File: config.mk
export PLATFORM = sky130hd
export DESIGN_NAME = fp_div_seq
export DESIGN_NICKNAME = d
export VERILOG_FILES = /design/src/rtl/fp_div_seq.sv
export SDC_FILE = /design/constraint.sdc
export NUM_CORES = 1
export LEC_CHECK = 0
export BUFFER_PORTS_ARGS = -buffer_cell sky130_fd_sc_hd__buf_4
export CAP_MARGIN = 10
export CORE_AREA = 2 2 200 202
export DETAILED_ROUTE_END_ITERATION = 6
export DIE_AREA = 0 0 202 204
export PLACE_DENSITY = 0.74
export SYNTH_ARGS = -nofsm -noshare
export SYNTH_HDL_FRONTEND = slang
export SYNTH_SLANG_ARGS = --single-unit
File: constraint.sdc
create_clock -name clk -period 8.1 [get_ports clk]
set_input_delay 0 -clock clk [delete_from_list [all_inputs] [get_ports clk]]
set_output_delay 0 -clock clk [all_outputs]
set_load 0.02 [all_outputs]
File: src/rtl/fp_div_seq.sv
// fp_div_seq: sequential IEEE-754 divider, radix-2 restoring, RNE rounding.
// Define FP_DIV_SUBNORM_EN for subnormal support; default flushes to zero.
module fp_div_seq #(
  parameter int EXP_W = 11,
  parameter int MAN_W = 52
) (
  input  logic                   clk,
  input  logic                   reset,
  input  logic                   strt,
  input  logic [EXP_W+MAN_W:0]   a,
  input  logic [EXP_W+MAN_W:0]   b,
  output logic [EXP_W+MAN_W:0]   z,
  output logic                   busy,
  output logic                   done,
  output logic [3:0]             flags
);
  localparam int W  = 1 + EXP_W + MAN_W;
  localparam int Q  = MAN_W + 3;
  localparam int EW = EXP_W + 2;
  localparam int CW = $clog2(Q + 1);
  localparam logic signed [EW-1:0] BIAS = EW'((1 << (EXP_W - 1)) - 1);
  localparam logic signed [EW-1:0] EMAX = EW'((1 << EXP_W) - 1);

  typedef enum logic [2:0] {IDLE, UNPACK, DIVIDE, NORM, ROUND} st_t;

  st_t st;
  logic [W-1:0] ra, rb, sres;
  logic [3:0] sflg;
  logic sgn, spec, stk;
  logic signed [EW-1:0] e;
  logic [MAN_W:0] mb;
  logic [MAN_W+1:0] rem;
  logic [Q-1:0] q;
  logic [CW-1:0] cnt;

  logic [EXP_W-1:0] xa, xb;
  logic [MAN_W-1:0] fa, fb;
  assign {xa, fa} = ra[W-2:0];
  assign {xb, fb} = rb[W-2:0];

  logic a_nan, b_nan, a_inf, b_inf, a_zero, b_zero;
  logic nan_r, nv, is_spec, s_n;
  logic [MAN_W:0] ma, mbn;
  logic signed [EW-1:0] va, vb, eu;
  logic [W-1:0] sres_n;

`ifdef FP_DIV_SUBNORM_EN
  localparam int LW = $clog2(MAN_W + 1);
  logic [LW-1:0] la, lb;

  function automatic logic [LW-1:0] lzc(input logic [MAN_W-1:0] f);
    logic [LW-1:0] n;
    n = '0;
    for (int i = 0; i < MAN_W; i++)
      if (f[i]) n = LW'(MAN_W - 1 - i);
    return n;
  endfunction
`endif

  always_comb begin
    a_nan = (&xa) & (|fa);
    b_nan = (&xb) & (|fb);
    a_inf = (&xa) & ~(|fa);
    b_inf = (&xb) & ~(|fb);
    ma  = {1'b1, fa};
    mbn = {1'b1, fb};
    va  = EW'(xa);
    vb  = EW'(xb);
`ifdef FP_DIV_SUBNORM_EN
    a_zero = ~(|xa) & ~(|fa);
    b_zero = ~(|xb) & ~(|fb);
    la = lzc(fa);
    lb = lzc(fb);
    // subnormal 0.f * 2^(1-bias) becomes 1.f' * 2^(-lz-bias)
    if (~(|xa)) begin
      ma = {1'b1, fa << (la + LW'(1))};
      va = EW'(0) - EW'(la);
    end
    if (~(|xb)) begin
      mbn = {1'b1, fb << (lb + LW'(1))};
      vb  = EW'(0) - EW'(lb);
    end
`else
    a_zero = ~(|xa);
    b_zero = ~(|xb);
`endif
    eu = va - vb + BIAS;
    s_n = ra[W-1] ^ rb[W-1];
    nan_r = a_nan | b_nan | (a_zero & b_zero) | (a_inf & b_inf);
    nv = (a_zero & b_zero) | (a_inf & b_inf) |
         (a_nan & ~fa[MAN_W-1]) | (b_nan & ~fb[MAN_W-1]);
    is_spec = nan_r | a_inf | b_inf | a_zero | b_zero;
    if (nan_r)
      sres_n = {1'b0, {EXP_W{1'b1}}, 1'b1, {(MAN_W-1){1'b0}}};
    else if (b_zero | a_inf)
      sres_n = {s_n, {EXP_W{1'b1}}, {MAN_W{1'b0}}};
    else
      sres_n = {s_n, {(W-1){1'b0}}};
  end

  logic ge;
  logic [MAN_W:0] diff;
  assign ge   = rem >= {1'b0, mb};
  assign diff = ge ? (MAN_W+1)'(rem - {1'b0, mb}) : rem[MAN_W:0];

  logic tiny, sx, up;
  logic [Q-1:0] m;
  logic [MAN_W+1:0] rnd;
  logic signed [EW-1:0] ef;
  logic [W-1:0] zr;
  logic [3:0] fr;
`ifdef FP_DIV_SUBNORM_EN
  logic [EW-1:0] sh, shc;
  logic [2*Q+1:0] ext;
`endif

  always_comb begin
    tiny = e[EW-1] | (e == '0);
    m  = q;
    sx = stk;
`ifdef FP_DIV_SUBNORM_EN
    sh  = EW'(1) - e;
    shc = (sh > EW'(Q + 1)) ? EW'(Q + 1) : sh;
    ext = {q, {(Q + 2){1'b0}}} >> shc;
    if (tiny) begin
      m  = ext[2*Q+1:Q+2];
      sx = stk | (|ext[Q+1:0]);
    end
`endif
    up  = m[1] & (m[0] | sx | m[2]);
    rnd = {1'b0, m[Q-1:2]} + (MAN_W+2)'(up);
    // top two bits of rnd carry hidden bit and carry-out
    ef  = (tiny ? EW'(1) : e) - EW'(1) + EW'(rnd[MAN_W+1:MAN_W]);
    zr  = {sgn, ef[EXP_W-1:0], rnd[MAN_W-1:0]};
    fr  = 4'b0000;
    if (ef >= EMAX) begin
      zr = {sgn, {EXP_W{1'b1}}, {MAN_W{1'b0}}};
      fr = 4'b0010;
    end
`ifdef FP_DIV_SUBNORM_EN
    if (tiny) fr = {3'b000, m[1] | m[0] | sx};
`else
    if (tiny) begin
      zr = {sgn, {(W-1){1'b0}}};
      fr = 4'b0001;
    end
`endif
  end

  always_ff @(posedge clk or negedge reset) begin
    if (!reset) begin
      st <= IDLE;
      ra <= '0;
      rb <= '0;
      sres <= '0;
      sflg <= '0;
      sgn <= 1'b0;
      spec <= 1'b0;
      stk <= 1'b0;
      e <= '0;
      mb <= '0;
      rem <= '0;
      q <= '0;
      cnt <= '0;
      z <= '0;
      flags <= '0;
      busy <= 1'b0;
      done <= 1'b0;
    end else begin
      done <= 1'b0;
      unique case (st)
        IDLE: if (strt) begin
          ra <= a;
          rb <= b;
          busy <= 1'b1;
          st <= UNPACK;
        end
        UNPACK: begin
          sgn <= s_n;
          spec <= is_spec;
          sres <= sres_n;
          sflg <= {nv, b_zero & ~a_inf & ~nan_r, 2'b00};
          e <= eu;
          mb <= mbn;
          rem <= {1'b0, ma};
          q <= '0;
          cnt <= '0;
          st <= is_spec ? ROUND : DIVIDE;
        end
        DIVIDE: begin
          q <= {q[Q-2:0], ge};
          rem <= {diff, 1'b0};
          cnt <= cnt + CW'(1);
          if (cnt == CW'(Q - 1)) st <= NORM;
        end
        NORM: begin
          if (!q[Q-1]) begin
            q <= {q[Q-2:0], 1'b0};
            e <= e - EW'(1);
          end
          stk <= |rem;
          st <= ROUND;
        end
        ROUND: begin
          z <= spec ? sres : zr;
          flags <= spec ? sflg : fr;
          done <= 1'b1;
          busy <= 1'b0;
          st <= IDLE;
        end
        default: st <= IDLE;
      endcase
    end
  end
endmodule

==> results of run 1 <==
==> cell type report <==
cell class              count  area, um^2  share of cell area (%)
multi-input cells        1637       10650                   41.17
flip-flops and latches    390        9759                   37.72
repair buffers            345        2948                   11.39
clock buffers              58        1225                   4.734
well taps                 525       656.9                   2.539
inverters                 113       424.2                   1.639
clock inverters            17       206.4                  0.7978
diodes                      1       2.502                0.009671
==> where the power goes <==
group	switching (W)	leakage, nW	internal (W)
Combinational	0.00388	5.70	0.00256
Clock	0.000816	0.693	0.00119
Sequential	0.000760	4.86	0.00267
==> worst max-delay path, delay by kind of cell, from the launching register on <==
kind	cells	cell delay, ns
AOI/OAI and AO/OA	5	0.84
adders and majority gates	4	0.77
buffers and inverters	2	0.29
and+or+nand+nor	12	3.19
xor gates and xnor gates	1	0.19
DFF	1	0.41
==> synth_stat cells, types with 5 or more instances <==
| cell | n | area (um^2) |
|---|---|---|
| sky130_fd_sc_hd__and4_1 | 8 | 70.07 |
| sky130_fd_sc_hd__nand3_1 | 70 | 350.3 |
| sky130_fd_sc_hd__and3_1 | 18 | 112.6 |
| sky130_fd_sc_hd__a21o_1 | 21 | 157.7 |
| sky130_fd_sc_hd__nand4_1 | 36 | 225.2 |
| sky130_fd_sc_hd__o21a_1 | 10 | 75.07 |
| sky130_fd_sc_hd__mux2_2 | 117 | 1318 |
| sky130_fd_sc_hd__nand2_1 | 303 | 1137 |
| sky130_fd_sc_hd__inv_1 | 111 | 416.7 |
| sky130_fd_sc_hd__nor2b_1 | 11 | 68.82 |
| sky130_fd_sc_hd__and2_1 | 9 | 56.30 |
| sky130_fd_sc_hd__dfrtp_1 | 390 | 9759 |
| sky130_fd_sc_hd__o21ai_0 | 167 | 835.8 |
| sky130_fd_sc_hd__o31ai_1 | 12 | 90.09 |
| sky130_fd_sc_hd__a21oi_1 | 127 | 635.6 |
| sky130_fd_sc_hd__mux2i_1 | 12 | 120.1 |
| sky130_fd_sc_hd__nor2_1 | 97 | 364.1 |
| sky130_fd_sc_hd__xor2_1 | 68 | 595.6 |
| sky130_fd_sc_hd__ha_1 | 82 | 1026 |
| sky130_fd_sc_hd__clkbuf_1 | 80 | 300.3 |
| sky130_fd_sc_hd__buf_1 | 5 | 18.77 |
| sky130_fd_sc_hd__nor4_1 | 57 | 356.6 |
| sky130_fd_sc_hd__or3_1 | 13 | 81.33 |
| sky130_fd_sc_hd__a22o_1 | 55 | 481.7 |
| sky130_fd_sc_hd__nor3_1 | 30 | 150.1 |
| sky130_fd_sc_hd__o21ai_1 | 56 | 280.3 |
| sky130_fd_sc_hd__a211oi_1 | 11 | 82.58 |
| sky130_fd_sc_hd__o22ai_1 | 43 | 269.0 |
| sky130_fd_sc_hd__o211ai_1 | 11 | 82.58 |
| sky130_fd_sc_hd__xnor2_1 | 48 | 420.4 |
| sky130_fd_sc_hd__o21bai_1 | 9 | 67.56 |
| sky130_fd_sc_hd__buf_2 | 27 | 135.1 |
| sky130_fd_sc_hd__nand2b_1 | 16 | 100.1 |
| sky130_fd_sc_hd__a31oi_1 | 34 | 212.7 |
| sky130_fd_sc_hd__or2_2 | 8 | 50.05 |
==> final timing paths <==
check | startpoint | endpoint | slack, ns | cells past startpoint
min in group clk | b[55] | rb[55] | 0.19 | 4
min | reset | z[27] | 0.02 | 2
max reg2reg | m[1] | z[39] | 2.24 | 24
min reg2reg | mb[52] | mb[52] | 0.47 | 2
max | m[1] | z[39] | 2.24 | 24
max in group asynchronous | reset | ra[27] | 6.06 | 4
==> layer usage <==
metal | GRT usage (%) | up-vias
met4 | 16.39 | 0
met3 | 4.353 | 183
met1 | 35.07 | 9066
met2 | 51.71 | 679
met5 | 0 | -
li1 | - | 8667
==> per-stage QoR <==
| stage | hold WS (ns) | area, um^2 | power (W) |
|---|---|---|---|
| after CTS | 0.07971 | 25830 | 0.01174 |
| after global placement | 0.07952 | 23100 | 0.009497 |
| final | 0.02325 | 25880 | 0.01187 |
| after global routing | 0.1209 | 25880 | 0.01271 |
| after floorplan | -0.2956 | 21300 | 0.007993 |
| after detailed placement | 0.08733 | 23100 | 0.009649 |
==> flip-flops by register name, summed over array words and instances, names as in the netlist <==
| signal | count |
|---|---|
| sres | 3 |
| st | 3 |
| sflg | 2 |
| stk | 1 |
| sgn | 1 |
| m | 55 |
| done | 1 |
| cnt | 6 |
| rb | 64 |
| mb | 53 |
| rem | 54 |
| z | 64 |
| flags | 4 |
| e | 13 |
| ra | 64 |
| busy | 1 |
| spec | 1 |
==> kinds of logic after synthesis <==
family / Yosys count / synth area share (%)
AO/OA/AOI/OAI: 612 / 17.82
adder cells (fa/ha/maj): 84 / 5.006
flip-flops: 390 / 45.83
AND/OR/NAND/NOR: 695 / 15.48
XOR/XNOR: 116 / 4.771
multiplexers: 130 / 6.804
buffers and inverters: 229 / 4.289
==> timing repair <==
action / CTS / global route
hold endpoints to repair: 228 / 0
hold buffers: 130 / 0
setup buffers: 0 / 0
==> flow_metrics.tcl, run 1 <==
set metrics [dict create \
    clock_latency_ns 0.58 \
    slew-limit-headroom_pct 26.82 \
    cts_tree "done" \
    clock_tree.root_cell "sky130_fd_sc_hd__clkbuf_16" \
    remaining_drc_errors 0 \
    setup_viol 0 \
    io_pins 201 \
    detailroute.wirelength.met2_mm 30.56 \
    cts-root-to-sink-buffers 3 \
    place.detailed.hpwl_mm 42.53 \
    synthesis.instances 2256 \
    first_iter_violations 1298 \
    gr-total-overflow 0 \
    top_layer "met4" \
    synth_area_per_cell_um2 9.439 \
    number_of_storage_elements_in_the_synthesis_netlist 390 \
    clkSinkCount 390 \
    clock-skew-final_ns 0.01133 \
    grt_first_pass_wirelength_mm 96.63 \
    grt_max_degree 104 \
    number_of_nets_in_the_final_layout 2744 \
    power_leakage_nw 11.26 \
    die-height_um 204 \
    die-area_mm2 0.04121 \
    final_common_cell "sky130_fd_sc_hd__dfrtp_1" \
    crit_path_top_delay_cell "sky130_fd_sc_hd__nor4_2" \
    gp_routability_congestion 0.9318 \
    detailedPlace.worstSlack_ns 1.769 \
    maxClockFrequency_mhz 170.7 \
    area_delta_synth_final_pct 21.51 \
    cts_inserted_buffers 42 \
    crit_top_cell "sky130_fd_sc_hd__ha_1" \
    worstPathMaxFanout 43 \
    detailedRoute.firstPassIterationCount 5 \
    synth_enable_flop_cells 0 \
    tightestPinTransition_ns 1.098 \
    core_area_mm2 0.03918 \
    cts.reportedPaths.clkPinSlew_ns 0.06 \
    setup.worst_path.start_class "flop" \
    vias_per_cell 6.026 \
    synth_seq_area_share_pct 45.83 \
    synthesis.nets 2471 \
    outcome "finished clean" \
    finalCritPeriodShare_pct 72.32 \
    globalRouteTotalUtil_pct 29.55 \
    post_route_cells_drive_above_1_share_pct 16.99 \
    drtAntennaViolNets 0 \
    synthesis.yosys.warnings 0 \
    final_cells 3086 \
    starting_density_pct 54.35 \
    vdd.ir_drop.worst_mv 0.3024 \
    route.detailed.wl_per_inst_um 19.77 \
    first_global_vias 18421 \
    fill_cells 3097 \
    wl_met1_mm 23.80 \
    report.final.hold_viol_count 0 \
    cp_data_required_time_ns 8.55 \
    max-cap-violations 0 \
    worst_min_delay_path_class "input pin to asynchronous set/reset pin" \
    ys_dominant_reg_cell "sky130_fd_sc_hd__dfrtp_1" \
    num_rows 73 \
    chip_width_um 202 \
    post_synth_num_cell_types 86 \
    h_tree_lvl_count 2 \
    postLayoutSetupSlackWorst_ns 2.242 \
    final_slew_violations 0 \
    netlist_area_mm2 0.02130 \
    async_reset_ff_share_pct 100.0 \
    vias 18595 \
    detail_route.wirelength_mm 61.01 \
    cp_data_arrival_time_ns 6.31 \
    power.density_cell_area_mw_per_mm2 458.9 \
    postLayoutCoreUtil_pct 66.04 \
    unrepaired_setup_endpoints_after_global_routing "false" \
    time_the_final_worst_path_needs_with_i_o_delays_and_setup_ns 5.858 \
    post-place-cells 2878 \
    critical_path_class "flop to flop" \
    setup.worst_path.end_class "flop" \
    port_buffers 200 \
    cp_cell_sequence "and2_1 > ha_1 > nand3_1 > nor4_2 > and3_1 > and2b_1 > nand3_1 > nor2_2 > nand3_1 > xor2_1 > ha_1 > inv_1 > ha_1 > ha_1 > nor2b_1 > nor2b_1 > a31oi_1 > o221a_2 > or4_1 > nor4_2 > a21oi_2 > o21ai_4 > buf_12 > o21ai_1" \
    most_frequent_cells_in_the_layout "sky130_fd_sc_hd__dfrtp_1 (390), sky130_fd_sc_hd__nand2_1 (301), sky130_fd_sc_hd__buf_4 (212), sky130_fd_sc_hd__o21ai_0 (167), sky130_fd_sc_hd__dlygate4sd3_1 (130)" \
    antenna_violations_before_repair 1 \
    wl_met3_mm 3.181 \
    setup_tns_ns 0 \
    slowest_delay_ns 0.49 \
    cts.repair.resized 0 \
]
Power figures use the tool's default switching activity.
==> inputs of run 2 (changes only) <==
==> constraint.sdc (replaced) <==
create_clock -name clk -period 5.5 [get_ports clk]
set_input_delay 0 -clock clk [delete_from_list [all_inputs] [get_ports clk]]
set_output_delay 0 -clock clk [all_outputs]
set_load 0.02 [all_outputs]
==> run 2 against run 1 <==
  * Cell area is 0.45% higher
  * Core utilization rose by 0.30 points
  * Worst hold slack improved by 0.074 ns
  * Total power rose by 48%
  * Routed wire length down 0.87%
  * Flip-flop and latch count unchanged
  * Critical path type unchanged
  * Largest cell class unchanged
  * Largest power group unchanged
==> flow_metrics.tcl, run 2 (synthesized netlist as in run 1, its figures left out) <==
set metrics [dict create \
    outcome "finished clean" \
    route.detailed.wl_per_inst_um 19.56 \
    unrepaired_setup_endpoints_after_global_routing "false" \
    switching_power_w 0.008094 \
    final_cells 3091 \
    cts-root-to-sink-buffers 3 \
    detailedPlace.worstSlack_ns 0.03282 \
    clkSinkCount 390 \
    most_frequent_cells_in_the_layout "sky130_fd_sc_hd__dfrtp_1 (390), sky130_fd_sc_hd__nand2_1 (302), sky130_fd_sc_hd__buf_4 (213), sky130_fd_sc_hd__o21ai_0 (167), sky130_fd_sc_hd__dlygate4sd3_1 (130)" \
    num_rows 73 \
    power.share.switching_pct 45.91 \
    h_tree_lvl_count 2 \
    first_global_vias 18256 \
    post_route_cells_drive_above_1_share_pct 17.20 \
    reg2reg_setup_slack_ns 0.40 \
    slew-limit-headroom_pct 19.56 \
    report.final.hold_viol_count 0 \
    cts.reportedPaths.clkPinSlew_ns 0.06 \
    grt_first_pass_wirelength_mm 96.34 \
    clock_latency_ns 0.58 \
    globalRouteTotalUtil_pct 29.34 \
    max-cap-violations 0 \
    fin_area_mm2 0.02599 \
    final_common_cell "sky130_fd_sc_hd__dfrtp_1" \
    die-height_um 204 \
    number_of_nets_in_the_final_layout 2748 \
    vdd.ir_drop.worst_mv 0.4483 \
    chip_width_um 202 \
    startpoint "m[1]" \
    clock_tree.root_cell "sky130_fd_sc_hd__clkbuf_16" \
    power_leakage_nw 11.33 \
    setup.worst_path.start_class "flop" \
    setup_tns_ns 0 \
    cts_tree "done" \
    gp_routability_congestion 0.9497 \
    io_pins 201 \
    tightestPinTransition_ns 1.196 \
    vias 18468 \
    antenna_violations_before_repair 2 \
    detailedRoute.firstPassIterationCount 6 \
    maxClockFrequency_mhz 195.9 \
    clockPowerShare_pct 17.0 \
    rr_startpoint "m[1]" \
    port_buffers 200 \
    vias_per_cell 5.975 \
    gr-total-overflow 0 \
    grt_max_degree 148 \
    power_frac_seq_pct 28.7 \
    first_iter_violations 1402 \
    area_delta_synth_final_pct 22.06 \
    post-place-cells 2880 \
    time_the_final_worst_path_needs_with_i_o_delays_and_setup_ns 5.104 \
    placed_cell_area_mm2 0.02316 \
    detail_route.wirelength_mm 60.48 \
    postLayoutSetupSlackWorst_ns 0.3956 \
    worst_min_delay_path_class "input pin to asynchronous set/reset pin" \
    place.detailed.hpwl_mm 42.84 \
    internal_power_w 0.009534 \
    core_area_mm2 0.03918 \
    drtAntennaViolNets 0 \
    final_slew_violations 0 \
    setup.worst_path.end_class "flop" \
    die-area_mm2 0.04121 \
    comb_power_share_pct 54.2 \
    clock-skew-final_ns 0.01887 \
    cp_data_required_time_ns 5.94 \
    cp_data_arrival_time_ns 5.54 \
    reg_top3 "ra (64), rb (64), z (64)" \
    critical_path_class "flop to flop" \
    setup_viol 0 \
    total_power_w 0.01763 \
    fill_cells 3098 \
    finalCritPeriodShare_pct 92.81 \
    starting_density_pct 54.35 \
    worstPathMaxFanout 49 \
    remaining_drc_errors 0 \
    power.density_cell_area_mw_per_mm2 678.2 \
    cts_inserted_buffers 43 \
]
==> run 2: cell type report <==
type	instances	area [um^2]	area share (%)
repair buffers	348	2995	11.52
multi-input cells	1637	10680	41.07
flip-flops and latches	390	9759	37.55
diodes	2	5.005	0.01925
well taps	525	656.9	2.527
clock inverters	16	225.2	0.8665
inverters	113	424.2	1.632
clock buffers	60	1251	4.814
==> run 2: per-layer routing <==
metal,wire (um),GRT usage [%],vias up
li1,-,-,8659
met1,23890,35.21,8993
met2,30010,50.88,626
met3,2827,3.540,190
met4,3746,17.54,0
met5,0,0,-
==> run 2: path summary, 6_finish.rpt <==
kind	endpoint	cells past startpoint
min reg2reg	mb[52]	2
min	z[27]	2
min in group clk	rb[57]	4
max	z[35]	24
max reg2reg	z[35]	24
max in group asynchronous	rem[7]	3
==> run 2: power by group through the flow <==
stage	logic, W	registers [W]	clock network [W]
2_1_floorplan	0.00713	0.00465	0
3_3_place_gp	0.00915	0.00503	0
3_5_place_dp	0.00930	0.00507	0
4_1_cts	0.00944	0.00503	0.00306
5_1_grt	0.0105	0.00516	0.00317
6_report	0.00956	0.00506	0.00300
==> run 2: what timing repair did <==
item	4_1_cts	5_1_grt
gates resized for setup	0	4
setup endpoints to repair	0	63
hold endpoints to repair	250	0
setup buffers	0	3
hold buffers	130	0
==> run 2: metrics by stage <==
step / utilization, % / hold WS [ns]
2_1_floorplan: - / -0.2956
3_3_place_gp: 59.11 / 0.1555
3_5_place_dp: 59.11 / 0.1588
4_1_cts: 66.20 / 0.1464
5_1_grt: 66.33 / 0.1797
6_report: 66.33 / 0.09679
==> run 2: critical path: stages (launching register included) <==
cell and delay, ns:
sky130_fd_sc_hd__dfrtp_1 0.40, sky130_fd_sc_hd__and2_1 0.17, sky130_fd_sc_hd__ha_1 0.18, sky130_fd_sc_hd__nand3_1 0.18, sky130_fd_sc_hd__nor4_4 0.31, sky130_fd_sc_hd__and3_4 0.26
sky130_fd_sc_hd__and2b_1 0.16, sky130_fd_sc_hd__nand3_2 0.17, sky130_fd_sc_hd__nor2_4 0.19, sky130_fd_sc_hd__nand3_1 0.16, sky130_fd_sc_hd__xor2_1 0.17, sky130_fd_sc_hd__ha_1 0.16
sky130_fd_sc_hd__inv_1 0.04, sky130_fd_sc_hd__ha_1 0.19, sky130_fd_sc_hd__ha_1 0.21, sky130_fd_sc_hd__nor2b_1 0.20, sky130_fd_sc_hd__nor2b_1 0.21, sky130_fd_sc_hd__a31oi_1 0.06
sky130_fd_sc_hd__o221a_2 0.27, sky130_fd_sc_hd__or4_1 0.43, sky130_fd_sc_hd__nor4_2 0.20, sky130_fd_sc_hd__a21oi_2 0.11, sky130_fd_sc_hd__o21ai_4 0.15, sky130_fd_sc_hd__buf_12 0.23
sky130_fd_sc_hd__o21ai_1 0.11
